`src/rtl/parking_lane_if.sv`:
```
// Lane sensor / barrier bundle for parking_lane_ctrl.
// Optional status signals under PARKING_STATUS_EN.
interface parking_lane_if #(
   parameter int N_LANES = 2,
   parameter int CNT_W   = 8
);
   logic [N_LANES-1:0]   entry_sensor;
   logic [N_LANES-1:0]   exit_sensor;
   logic [N_LANES-1:0]   payment_complete;
   logic                 emergency;
   logic [N_LANES-1:0]   open_entry;
   logic [N_LANES-1:0]   open_exit;
   logic [N_LANES-1:0]   calculate_fee;
   logic [CNT_W-1:0]     occupancy;
   logic [CNT_W-1:0]     available_spaces;
   logic                 full;
   logic                 emergency_active;
`ifdef PARKING_STATUS_EN
   logic [2*N_LANES-1:0] timeout_pulse;
   logic                 count_err;

   modport slave (
      input  entry_sensor, exit_sensor, payment_complete, emergency,
      output open_entry, open_exit, calculate_fee, occupancy,
      output available_spaces, full, emergency_active,
      output timeout_pulse, count_err
   );
   modport master (
      output entry_sensor, exit_sensor, payment_complete, emergency,
      input  open_entry, open_exit, calculate_fee, occupancy,
      input  available_spaces, full, emergency_active,
      input  timeout_pulse, count_err
   );
`else
   modport slave (
      input  entry_sensor, exit_sensor, payment_complete, emergency,
      output open_entry, open_exit, calculate_fee, occupancy,
      output available_spaces, full, emergency_active
   );
   modport master (
      output entry_sensor, exit_sensor, payment_complete, emergency,
      input  open_entry, open_exit, calculate_fee, occupancy,
      input  available_spaces, full, emergency_active
   );
`endif
endinterface

```
`src/rtl/parking_lane_ctrl.sv`:
```
// Multi-lane parking gate controller with shared occupancy and emergency.
// PARKING_STATUS_EN adds timeout_pulse and sticky count_err outputs.
module parking_lane_ctrl #(
   parameter int N_LANES       = 2,
   parameter int CAPACITY      = 64,
   parameter int CNT_W         = 8,
   parameter int TO_W          = 8,
   parameter int ENTRY_TIMEOUT = 100,
   parameter int EXIT_TIMEOUT  = 100
) (
   input  logic          clk,
   input  logic          reset_n,
   parking_lane_if.slave bus
);
   typedef enum logic [2:0] {
      E_IDLE, E_OPEN, E_PASS, E_WAIT, E_EMERG
   } e_st_t;
   typedef enum logic [2:0] {
      X_IDLE, X_PAY, X_OPEN, X_PASS, X_WAIT, X_EMERG
   } x_st_t;

   localparam int AW = CNT_W + 2;
   localparam logic [CNT_W-1:0] CAP_C  = CNT_W'(CAPACITY);
   localparam logic [TO_W-1:0]  ETO_M1 = TO_W'(ENTRY_TIMEOUT - 1);
   localparam logic [TO_W-1:0]  XTO_M1 = TO_W'(EXIT_TIMEOUT - 1);

   e_st_t            e_st_q  [N_LANES];
   e_st_t            e_st_d  [N_LANES];
   x_st_t            x_st_q  [N_LANES];
   x_st_t            x_st_d  [N_LANES];
   logic [TO_W-1:0]  e_cnt_q [N_LANES];
   logic [TO_W-1:0]  e_cnt_d [N_LANES];
   logic [TO_W-1:0]  x_cnt_q [N_LANES];
   logic [TO_W-1:0]  x_cnt_d [N_LANES];
   logic [CNT_W-1:0] occ_q, occ_d;
   logic [CNT_W-1:0] avail_q, avail_d;
   logic             full_q, full_d;
   logic             emerg_q, emerg_d;
   logic [N_LANES-1:0] oe_q, oe_d;
   logic [N_LANES-1:0] ox_q, ox_d;
   logic [N_LANES-1:0] fee_q, fee_d;
   logic [N_LANES-1:0] e_to, x_to;
   logic [CNT_W-1:0] n_gnt;
   logic [AW-1:0]    occ_sum;
   logic             clamp;

   always_comb begin
      n_gnt   = '0;
      e_to    = '0;
      x_to    = '0;
      occ_sum = {2'b00, occ_q};
      emerg_d = bus.emergency;
      for (int i = 0; i < N_LANES; i++) begin
         e_st_d[i]  = e_st_q[i];
         x_st_d[i]  = x_st_q[i];
         e_cnt_d[i] = (e_st_q[i] == E_OPEN) ? e_cnt_q[i] + TO_W'(1) : '0;
         x_cnt_d[i] = (x_st_q[i] == X_OPEN) ? x_cnt_q[i] + TO_W'(1) : '0;
         if (bus.emergency) begin
            e_st_d[i] = E_EMERG;
            x_st_d[i] = X_EMERG;
         end else if (emerg_q) begin
            e_st_d[i] = E_WAIT;
            x_st_d[i] = X_WAIT;
         end else begin
            // grant budget is this cycle's free space; exits count next cycle
            unique case (e_st_q[i])
               E_IDLE:
                  if (bus.entry_sensor[i] && n_gnt < avail_q) begin
                     e_st_d[i] = E_OPEN;
                     n_gnt     = n_gnt + CNT_W'(1);
                     occ_sum   = occ_sum + AW'(1);
                  end
               E_OPEN:
                  if (!bus.entry_sensor[i]) begin
                     e_st_d[i] = E_PASS;
                  end else if (e_cnt_q[i] == ETO_M1) begin
                     e_st_d[i] = E_WAIT;
                     e_to[i]   = 1'b1;
                     occ_sum   = occ_sum - AW'(1);
                  end
               E_PASS: e_st_d[i] = E_IDLE;
               E_WAIT: if (!bus.entry_sensor[i]) e_st_d[i] = E_IDLE;
               default: e_st_d[i] = E_WAIT;
            endcase
            unique case (x_st_q[i])
               X_IDLE: if (bus.exit_sensor[i]) x_st_d[i] = X_PAY;
               X_PAY:
                  if (!bus.exit_sensor[i]) x_st_d[i] = X_IDLE;
                  else if (bus.payment_complete[i]) x_st_d[i] = X_OPEN;
               X_OPEN:
                  if (!bus.exit_sensor[i]) begin
                     x_st_d[i] = X_PASS;
                  end else if (x_cnt_q[i] == XTO_M1) begin
                     x_st_d[i] = X_WAIT;
                     x_to[i]   = 1'b1;
                  end
               X_PASS: begin
                  x_st_d[i] = X_IDLE;
                  occ_sum   = occ_sum - AW'(1);
               end
               X_WAIT: if (!bus.exit_sensor[i]) x_st_d[i] = X_IDLE;
               default: x_st_d[i] = X_WAIT;
            endcase
         end
         oe_d[i]  = (e_st_d[i] == E_OPEN) || (e_st_d[i] == E_EMERG);
         ox_d[i]  = (x_st_d[i] == X_OPEN) || (x_st_d[i] == X_EMERG);
         fee_d[i] = (x_st_d[i] == X_PAY);
      end
      clamp   = occ_sum[AW-1];
      occ_d   = clamp ? '0 : occ_sum[CNT_W-1:0];
      avail_d = CAP_C - occ_d;
      full_d  = (occ_d == CAP_C);
   end

   always_ff @(posedge clk or negedge reset_n) begin
      if (!reset_n) begin
         for (int i = 0; i < N_LANES; i++) begin
            e_st_q[i]  <= E_IDLE;
            x_st_q[i]  <= X_IDLE;
            e_cnt_q[i] <= '0;
            x_cnt_q[i] <= '0;
         end
         occ_q   <= '0;
         avail_q <= CAP_C;
         full_q  <= 1'b0;
         emerg_q <= 1'b0;
         oe_q    <= '0;
         ox_q    <= '0;
         fee_q   <= '0;
      end else begin
         for (int i = 0; i < N_LANES; i++) begin
            e_st_q[i]  <= e_st_d[i];
            x_st_q[i]  <= x_st_d[i];
            e_cnt_q[i] <= e_cnt_d[i];
            x_cnt_q[i] <= x_cnt_d[i];
         end
         occ_q   <= occ_d;
         avail_q <= avail_d;
         full_q  <= full_d;
         emerg_q <= emerg_d;
         oe_q    <= oe_d;
         ox_q    <= ox_d;
         fee_q   <= fee_d;
      end
   end

   assign bus.open_entry       = oe_q;
   assign bus.open_exit        = ox_q;
   assign bus.calculate_fee    = fee_q;
   assign bus.occupancy        = occ_q;
   assign bus.available_spaces = avail_q;
   assign bus.full             = full_q;
   assign bus.emergency_active = emerg_q;

`ifdef PARKING_STATUS_EN
   logic [2*N_LANES-1:0] to_pulse_q, to_pulse_d;
   logic                 err_q, err_d;

   always_comb begin
      to_pulse_d = {x_to, e_to};
      err_d      = err_q | clamp;
   end

   always_ff @(posedge clk or negedge reset_n) begin
      if (!reset_n) begin
         to_pulse_q <= '0;
         err_q      <= 1'b0;
      end else begin
         to_pulse_q <= to_pulse_d;
         err_q      <= err_d;
      end
   end

   assign bus.timeout_pulse = to_pulse_q;
   assign bus.count_err     = err_q;
`endif
endmodule

```
`src/flat_wrapper.sv`:
```
// flat-port wrapper written by rule: the top's interface ports become plain ports
module parking_lane_ctrl_flat 
#(
   parameter int N_LANES       = 2,
   parameter int CAPACITY      = 64,
   parameter int CNT_W         = 8,
   parameter int TO_W          = 8,
   parameter int ENTRY_TIMEOUT = 100,
   parameter int EXIT_TIMEOUT  = 100
)
  (clk, reset_n, bus_entry_sensor, bus_exit_sensor, bus_payment_complete, bus_emergency, bus_open_entry, bus_open_exit, bus_calculate_fee, bus_occupancy, bus_available_spaces, bus_full, bus_emergency_active);
  parking_lane_if #(.N_LANES(N_LANES), .CNT_W(CNT_W)) bus_i ();
  input  logic clk;
  input  logic reset_n;
  input wire logic [$bits(bus_i.entry_sensor)-1:0] bus_entry_sensor;
  input wire logic [$bits(bus_i.exit_sensor)-1:0] bus_exit_sensor;
  input wire logic [$bits(bus_i.payment_complete)-1:0] bus_payment_complete;
  input wire logic [$bits(bus_i.emergency)-1:0] bus_emergency;
  output wire logic [$bits(bus_i.open_entry)-1:0] bus_open_entry;
  output wire logic [$bits(bus_i.open_exit)-1:0] bus_open_exit;
  output wire logic [$bits(bus_i.calculate_fee)-1:0] bus_calculate_fee;
  output wire logic [$bits(bus_i.occupancy)-1:0] bus_occupancy;
  output wire logic [$bits(bus_i.available_spaces)-1:0] bus_available_spaces;
  output wire logic [$bits(bus_i.full)-1:0] bus_full;
  output wire logic [$bits(bus_i.emergency_active)-1:0] bus_emergency_active;
  assign bus_i.entry_sensor = bus_entry_sensor;
  assign bus_i.exit_sensor = bus_exit_sensor;
  assign bus_i.payment_complete = bus_payment_complete;
  assign bus_i.emergency = bus_emergency;
  assign bus_open_entry = bus_i.open_entry;
  assign bus_open_exit = bus_i.open_exit;
  assign bus_calculate_fee = bus_i.calculate_fee;
  assign bus_occupancy = bus_i.occupancy;
  assign bus_available_spaces = bus_i.available_spaces;
  assign bus_full = bus_i.full;
  assign bus_emergency_active = bus_i.emergency_active;
  parking_lane_ctrl #(.N_LANES(N_LANES), .CAPACITY(CAPACITY), .CNT_W(CNT_W), .TO_W(TO_W), .ENTRY_TIMEOUT(ENTRY_TIMEOUT), .EXIT_TIMEOUT(EXIT_TIMEOUT)) u_core (.clk(clk), .reset_n(reset_n), .bus(bus_i));
endmodule
```
`config.mk`:
```
export PLATFORM = sky130hd
export DESIGN_NAME = parking_lane_ctrl_flat
export DESIGN_NICKNAME = d
export VERILOG_FILES = /design/src/rtl/parking_lane_if.sv /design/src/rtl/parking_lane_ctrl.sv /design/src/flat_wrapper.sv
export SDC_FILE = /design/constraint.sdc
export NUM_CORES = 1
export LEC_CHECK = 0
export ABC_CLOCK_PERIOD_IN_PS = 10300
export CORE_MARGIN = 2
export CORE_UTILIZATION = 67
export CTS_BUF_LIST = sky130_fd_sc_hd__clkbuf_8
export CTS_CLUSTER_SIZE = 14
export DETAILED_ROUTE_END_ITERATION = 6
export PLACE_DENSITY = 0.89
export SETUP_SLACK_MARGIN = 0.05
export SLEW_MARGIN = 20
export SYNTH_ARGS = -nofsm -noshare
export SYNTH_HDL_FRONTEND = slang
export SYNTH_SLANG_ARGS = --single-unit
```
`constraint.sdc`:
```
create_clock -name clk -period 10.3 [get_ports clk]
set_input_delay 3.09 -clock clk [delete_from_list [all_inputs] [get_ports clk]]
set_output_delay 3.09 -clock clk [all_outputs]
set_load 0.03 [all_outputs]
```
# Word-level counts from Yosys, hierarchy flattened
# Index checks and enable logic that the tools add are counted.
dict set report classes {
  n_addsub 11
  multipliers 0
  div 0
  order_cmp 2
  n_eq_ne 29
  shift 0
  muxes 59
  bitwise_logic 0
  n_reduce_logical 10
}
# cell n
set ops {}
lappend ops {{$mux W10} 16}
lappend ops {{$mux W3} 28}
lappend ops {{$mux W8} 8}
lappend ops {{$eq A8 B7 Y1 const B} 5}
lappend ops {{$pmux W10 S2} 2}
lappend ops {{$add A8 B1 Y8 const B} 4}
lappend ops {{$eq A3 B2 Y1 const B} 10}
lappend ops {{$pmux W3 S5} 2}
lappend ops {{$sub A10 B1 Y10 const B} 3}
lappend ops {{$eq A3 B1 Y1 const B} 8}
lappend ops {{$pmux W3 S4} 2}
lappend ops {{$eq A3 B3 Y1 const B} 6}
lappend ops {{$logic_not A3 Y1} 4}
lappend ops {{$add A10 B1 Y10 const B} 1}
lappend ops {{$add A8 B1 Y9 const B} 1}
lappend ops {{$sub A8 B1 Y9 const B} 1}
lappend ops {{$lt A1 B8 Y1 const A} 1}
lappend ops {{$lt A8 B8 Y1} 1}
lappend ops {{$sub A7 B8 Y8 const A} 1}
lappend ops {{$logic_or A1 B1 Y1} 4}
lappend ops {{$logic_and A1 B1 Y1} 2}
lappend ops {{$mux W1} 1}
dict set report word_totals {
  ff_bits 68
  latchBits 0
  mem_bits_rw 0
  rom_bits 0
  in_bits 9
  out_inout_bits 24
  word_cells 126
  mem_count 0
}

# Longest topological paths before layout
dict set report logic_depth {
  word_depth 22
  mapped_depth 22
}

# Least setup slack after synthesis
# Ideal clock, no wire load.
dict set report synth_path {
  path_kind {input to register}
  startpoint {input bus_entry_sensor[0]}
  endpoint {register u_core.full_q, in the netlist u_core.bus.full}
  setup_ps 95
  arrival_time_ps 7473
  slack_ps 2732
  stages 19
  path_buffers 1
  cell_sequence {buf_2 -> nor4b_4 -> a311oi_1 -> a311oi_2 -> ha_1 -> inv_1 -> or2_2 -> a21oi_1 -> nor3_4 -> xnor2_1 -> or4_1 -> or3_1 -> o22ai_1 -> xor2_1 -> a41oi_4 -> o21ai_0 -> ha_1 -> nand2_1 -> nor4b_2}
}
dict set report synth_between {
  elab_chain_len 21
  word_cells_on_any_way 30
  classes_between {add/sub: 4; order compare: 1; eq/ne: 1; mux: 22; reduce/logical: 2}
}
# element line_no
set synth_rtl {}
lappend synth_rtl {{start: declaration} flat_wrapper.sv:15} ;# input wire logic [$bits(bus_i.entry_sensor)-1:0] bus_entry_sensor;
lappend synth_rtl {{$logic_and A1 B1 Y1} parking_lane_ctrl.sv:68} ;# if (bus.entry_sensor[i] && n_gnt < avail_q) begin
lappend synth_rtl {{$mux W10} parking_lane_ctrl.sv:68}
lappend synth_rtl {{$pmux W10 S2} parking_lane_ctrl.sv:66} ;# unique case (e_st_q[i])
lappend synth_rtl {{$mux W10} parking_lane_ctrl.sv:61} ;# end else if (emerg_q) begin
lappend synth_rtl {{$mux W10} parking_lane_ctrl.sv:58} ;# if (bus.emergency) begin
lappend synth_rtl {{$sub A10 B1 Y10} parking_lane_ctrl.sv:99} ;# occ_sum = occ_sum - AW'(1);
lappend synth_rtl {{$mux W10} parking_lane_ctrl.sv:85} ;# unique case (x_st_q[i])
lappend synth_rtl {{$mux W10} parking_lane_ctrl.sv:61}
lappend synth_rtl {{[6 not listed]} -}
lappend synth_rtl {{$mux W10} parking_lane_ctrl.sv:58}
lappend synth_rtl {{$sub A10 B1 Y10} parking_lane_ctrl.sv:99}
lappend synth_rtl {{$mux W10} parking_lane_ctrl.sv:85}
lappend synth_rtl {{$mux W10} parking_lane_ctrl.sv:61}
lappend synth_rtl {{$mux W10 *} parking_lane_ctrl.sv:58}
lappend synth_rtl {{$mux W8 *} parking_lane_ctrl.sv:110} ;# occ_d = clamp ? '0 : occ_sum[CNT_W-1:0];
lappend synth_rtl {{$eq A8 B7 Y1 *} parking_lane_ctrl.sv:112} ;# full_d = (occ_d == CAP_C);
lappend synth_rtl {{named net u_core.full_d} parking_lane_ctrl.sv:37} ;# logic full_q, full_d;
lappend synth_rtl {{end signal: assignment} parking_lane_ctrl.sv:139} ;# full_q <= full_d;
lappend synth_rtl {{end: declaration} parking_lane_ctrl.sv:37}
# Mark *: on every way through the listed nets, which the timed path passes. The rest lies on a longest branch. The select of a mux whose other input is x is not followed.

# Worst setup path after layout
dict set report layout_path {
  startpoint {input bus_entry_sensor[0]}
  endpoint {register u_core.avail_q[7], in the netlist u_core.bus.available_spaces[7]}
}
dict set report layout_between {
  elab_chain_len 21
  word_cells_on_any_way 30
  classes_between {add/sub: 5; order compare: 1; mux: 22; reduce/logical: 2}
}
# element line_no
set layout_rtl {}
lappend layout_rtl {{$logic_and A1 B1 Y1} parking_lane_ctrl.sv:68}
lappend layout_rtl {{$mux W10} parking_lane_ctrl.sv:68}
lappend layout_rtl {{$pmux W10 S2} parking_lane_ctrl.sv:66}
lappend layout_rtl {{$mux W10} parking_lane_ctrl.sv:61}
lappend layout_rtl {{$mux W10} parking_lane_ctrl.sv:58}
lappend layout_rtl {{$sub A10 B1 Y10} parking_lane_ctrl.sv:99}
lappend layout_rtl {{$mux W10} parking_lane_ctrl.sv:85}
lappend layout_rtl {{$mux W10} parking_lane_ctrl.sv:61}
lappend layout_rtl {{[6 not listed]} -}
lappend layout_rtl {{$mux W10} parking_lane_ctrl.sv:58}
lappend layout_rtl {{$sub A10 B1 Y10} parking_lane_ctrl.sv:99}
lappend layout_rtl {{$mux W10} parking_lane_ctrl.sv:85}
lappend layout_rtl {{$mux W10} parking_lane_ctrl.sv:61}
lappend layout_rtl {{$mux W10 *} parking_lane_ctrl.sv:58}
lappend layout_rtl {{$mux W8 *} parking_lane_ctrl.sv:110}
lappend layout_rtl {{$sub A7 B8 Y8 *} parking_lane_ctrl.sv:111} ;# avail_d = CAP_C - occ_d;
lappend layout_rtl {{named net u_core.avail_d[7]} parking_lane_ctrl.sv:36} ;# logic [CNT_W-1:0] avail_q, avail_d;
lappend layout_rtl {{end signal: assignment} parking_lane_ctrl.sv:138} ;# avail_q <= avail_d;
lappend layout_rtl {{end: declaration} parking_lane_ctrl.sv:36}
# Marks and branches as above.

==> impl_table.tex <==
\begin{tabular}{lr}
\hline
Metric & Value \\
\hline
\multicolumn{2}{l}{\textbf{Final layout}} \\
Count of placed standard cells in the final layout, fillers left out & 687 \\
Net count, final & 603 \\
Layout overhead on the synthesized area & 11.77\% \\
Final standard cell utilization of the core & 76.83\% \\
Layout cell share with drive strength beyond 1 & 9.524\% \\
Count of antenna diodes in the layout & 0 \\
\multicolumn{2}{l}{\textbf{STA}} \\
Worst-case clock skew & 0.01073 ns \\
Setup violators final & 0 \\
Post-route fraction of the period consumed by the critical path & 82.72\% \\
Tmin final & 8.520 ns \\
Maximum clock frequency & 117.4 MHz \\
Number of hold violations in the final report & 0 \\
Sum of negative setup slack & 0 ns \\
Normalized max-slew margin & 44.48\% \\
Slew @ Worst Pin & 0.8118 ns \\
Unrepaired setup endpoints after global routing & false \\
Max-slew violations & 0 \\
\multicolumn{2}{l}{\textbf{GRT}} \\
Total Routing Usage GR & 32.75\% \\
Maximum number of pins on one net before global-route repair & 68 \\
Global-route wire length before repair & 21.64 mm \\
Vias in the first global route & 4499 \\
Initial antenna violation count & 0 \\
Congestion Overflow GR & 0 \\
\multicolumn{2}{l}{\textbf{Synth}} \\
Synthesized-area fraction occupied by ao, oa, aoi and oai cells & 18.32\% \\
Post-synth net total & 584 \\
Portion of the post-synthesis area used by sequential elements & 34.02\% \\
Mapped cell area & 4932 µm² \\
Number of flops mapped to enable cells by yosys & 0 \\
Mapped Avg Cell Area & 8.745 µm² \\
Number of synthesis warnings & 0 \\
Share of synthesized cell area in and, or, nand and nor gates & 30.75\% \\
Gate count of the mapped netlist & 564 \\
Multiplexer area fraction after synthesis & 1.674\% \\
Combinational family with the most area after synthesis & simple AND/OR/NAND/NOR gates \\
Primary FF master, synth & sky130\_fd\_sc\_hd\_\_dfrtp\_1 \\
Post-synth cell types & 88 \\
Adder and majority gate portion of the synthesized area & 2.790\% \\
Flops \& latches, synth & 67 \\
Fraction of synthesis flops using an asynchronous set or reset pin & 100.0\% \\
Area share of xor/xnor cells in the synthesized design & 8.955\% \\
\multicolumn{2}{l}{\textbf{Setup path}} \\
Crit path max fanout & 10 \\
Slowest CP cell & sky130\_fd\_sc\_hd\_\_a2111oi\_0 \\
Critical path type & primary input to flop \\
Setup slack, reg-to-reg & 4.22 ns \\
Worst stage delay on the critical path & 0.75 ns \\
CP Launch Type & primary input \\
Capturing point of the worst reg2reg path & u\_core.bus.full \\
Required time reported for the critical path endpoint & 10.53 ns \\
Worst path cell trace & clkdlybuf4s50\_1 > nor4b\_4 > o21a\_1 > a22o\_1 > nor2\_1 > ha\_1 > o31a\_1 > nand2\_1 > ha\_1 > a21oi\_1 > a311oi\_1 > a211oi\_1 > ha\_1 > nand4b\_1 > xor2\_1 > nor2\_1 > a21oi\_1 > o2111ai\_1 > a2111oi\_0 > a21oi\_1 > xor2\_1 \\
Reg2reg path depth & 20 \\
Critical register-to-register path startpoint & u\_core.e\_cnt\_q[8] \\
Kind of capture point of the worst setup path & flop \\
Endpoint arrival time on the critical path & 8.75 ns \\
\multicolumn{2}{l}{\textbf{Clock network}} \\
Post-cts hold buffer count & 0 \\
Post-CTS setup buffer count & 0 \\
Number of buffers inserted during clock tree synthesis & 9 \\
Clock tree from TritonCTS & done \\
Level count of the clock H-tree & 3 \\
Clock sink count & 67 \\
Maximum clock path buffer count & 2 \\
CTS root buf & sky130\_fd\_sc\_hd\_\_clkbuf\_8 \\
Clock latency reported for the late side of the worst-skew pair & 0.35 ns \\
CTS resizes & 0 \\
Clk slew on worst S/H paths & 0.09 ns \\
\multicolumn{2}{l}{\textbf{Detailed routing}} \\
Vias per cell & 6.655 \\
Post-detailed-route count of antenna-violating nets & 0 \\
Post-Route WL & 12.78 mm \\
Wire length the detailed router placed on met1 & 5.136 mm \\
Overall via count from detail\_route & 4572 \\
Met2 wire length & 6.253 mm \\
Routed met3 length & 1.032 mm \\
Violation count after the first detailed-route iteration & 509 \\
Detail-routed net length per standard cell & 18.61 µm \\
Count of unresolved DRC violations after routing & 0 \\
Number of optimization iterations in the first detailed-route pass & 5 \\
Top routing layer in use & met4 \\
\multicolumn{2}{l}{\textbf{Floorplan}} \\
DIE WIDTH & 89.80 µm \\
Height of the chip & 89.80 µm \\
Total core area & 7176 µm² \\
Effective utilization at floorplan & 68.74\% \\
Count of pins on the block boundary & 33 \\
Die area & 8064 µm² \\
Row Count & 31 \\
\multicolumn{2}{l}{\textbf{Place}} \\
\# placed instances & 671 \\
Placed wire-length estimate after detailed placement & 8.942 mm \\
Input/output buffers & 32 \\
Routability congestion estimate from global placement & 0.9970 \\
\multicolumn{2}{l}{\textbf{Power and ir drop}} \\
IR drop worst, VDD & 0.0001649 V \\
Power Density & 175.0 nW/µm² \\
Post-route total power & 0.9650 mW \\
Pleak & 2.181 nW \\
\multicolumn{2}{l}{\textbf{Job}} \\
Number of max-capacitance violations reported & 0 \\
\multicolumn{2}{l}{\textbf{Worst hold path}} \\
Source of the worst hold timing path & u\_core.e\_cnt\_q[8] \\
Cell depth of the worst min-delay path & 1 \\
Sink of the worst hold path & u\_core.e\_cnt\_q[8] \\
Worst min-delay path class & flop to flop \\
\multicolumn{2}{l}{\textbf{Outcome}} \\
Run status & complete, no violations \\
\hline
\end{tabular}
-- per-layer routing --
metal | track usage, % | vias to the layer above
met5 | 0 | -
met1 | 41.98 | 2147
met2 | 54.86 | 268
met3 | 6.454 | 47
li1 | - | 2110
met4 | 13.21 | 0
-- cell usage after synthesis, types with 4 or more instances --
master                     instances  area, µm²
sky130_fd_sc_hd__xor2_1           25      219.0
sky130_fd_sc_hd__o21a_1            6      45.04
sky130_fd_sc_hd__o21ai_0          22      110.1
sky130_fd_sc_hd__nor2_1           69      259.0
sky130_fd_sc_hd__clkbuf_1         20      75.07
sky130_fd_sc_hd__nor4_1            8      50.05
sky130_fd_sc_hd__and3_1           13      81.33
sky130_fd_sc_hd__inv_1            18      67.56
sky130_fd_sc_hd__and2_1            6      37.54
sky130_fd_sc_hd__and4b_1           4      40.04
sky130_fd_sc_hd__nand3_1          28      140.1
sky130_fd_sc_hd__nor2b_1           6      37.54
sky130_fd_sc_hd__nand4_1           7      43.79
sky130_fd_sc_hd__a31oi_1           4      25.02
sky130_fd_sc_hd__or2_2             9      56.30
sky130_fd_sc_hd__xnor2_1          21      183.9
sky130_fd_sc_hd__dfrtp_1          66       1652
sky130_fd_sc_hd__nor3_1           22      110.1
sky130_fd_sc_hd__nand2_1          42      157.7
sky130_fd_sc_hd__or3_1            11      68.82
sky130_fd_sc_hd__or4_1             5      37.54
sky130_fd_sc_hd__ha_1             11      137.6
sky130_fd_sc_hd__mux2i_1           6      60.06
sky130_fd_sc_hd__a21oi_1          22      110.1
sky130_fd_sc_hd__o22ai_1           6      37.54
sky130_fd_sc_hd__o211ai_1          7      52.55
sky130_fd_sc_hd__a21o_1            4      30.03
sky130_fd_sc_hd__a311oi_1          4      35.03
sky130_fd_sc_hd__nor3b_1           6      45.04
-- cells in the final DEF (no fill, tap or decap), drive strengths merged, types with 11 or more instances in the layout --
| cell | count |
|---|---|
| xor2 | 25 |
| o21ai | 23 |
| nand3 | 28 |
| xnor2 | 22 |
| nor2 | 69 |
| clkdlybuf4s50 | 31 |
| nor3 | 23 |
| nand2 | 42 |
| and3 | 13 |
| a21oi | 22 |
| inv | 22 |
| or3 | 11 |
| or2 | 12 |
| dfrtp | 66 |
| ha | 11 |
-- stage by stage --
stage | hold WS [ns] | instance area [µm²] | setup slack (ns)
2_1_floorplan | 0.4479 | 4932 | 2.732
3_3_place_gp | 0.4678 | 5284 | 1.922
3_5_place_dp | 0.4733 | 5284 | 1.577
4_1_cts | 0.4854 | 5513 | 1.920
5_1_grt | 0.5098 | 5513 | 1.384
6_report | 0.4848 | 5513 | 1.780
-- logic make-up (layout without fill, tap and decap cells) --
group | after synthesis | count (layout)
AOI/OAI and AO/OA | 116 | 116
buffers and inverters | 44 | 68
adders and majority gates | 11 | 11
xor gates and xnor gates | 48 | 48
and+or+nand+nor | 270 | 270
DFF | 67 | 67
muxes | 8 | 8
-- worst max path at each step --
stage / startpoint / to / slack [ns] / cells after the start
3_5_place_dp: bus_entry_sensor[0] / u_core.bus.full / 1.58 / 19
5_1_grt: bus_entry_sensor[0] / u_core.bus.available_spaces[7] / 1.38 / 21
3_3_place_gp: bus_entry_sensor[0] / u_core.bus.full / 1.92 / 19
4_1_cts: bus_entry_sensor[0] / u_core.bus.full / 1.92 / 19
6_report: bus_entry_sensor[0] / u_core.bus.available_spaces[7] / 1.78 / 21
2_1_floorplan: bus_entry_sensor[0] / u_core.bus.full / 2.73 / 19
-- registers in the layout, indices dropped and copies added, names as in the netlist --
name,count
u_core.x_st_q,6
u_core.bus.emergency_active,1
u_core.bus.occupancy,8
u_core.e_cnt_q,16
u_core.bus.open_exit,2
u_core.bus.full,1
u_core.x_cnt_q,16
u_core.bus.open_entry,2
u_core.e_st_q,6
u_core.bus.available_spaces,7
u_core.bus.calculate_fee,2
-- report_power, final --
part | switching, mW | total (mW) | leakage, nW | internal [mW]
Sequential | 0.0498 | 0.340 | 0.868 | 0.290
Clock | 0.116 | 0.256 | 0.113 | 0.140
Combinational | 0.226 | 0.369 | 1.20 | 0.143
-- cell type report --
class | instances | area, µm²
Clock inverter | 7 | 105.1
Timing Repair Buffer | 34 | 330.3
Clock buffer | 9 | 123.9
Fill cell | 501 | 1663
Inverter | 18 | 67.56
Sequential cell | 67 | 1678
Tap cell | 99 | 123.9
Multi-Input combinational cell | 453 | 3084
-- critical path: cells and delay by family --
family / cells / cell delay, ns
xor gates and xnor gates: 2 / 0.35
and+or+nand+nor: 5 / 0.93
AOI/OAI and AO/OA: 10 / 2.90
adders and majority gates: 3 / 0.79
buffers and inverters: 1 / 0.66
Note: power is estimated with default switching activity, not from simulation.
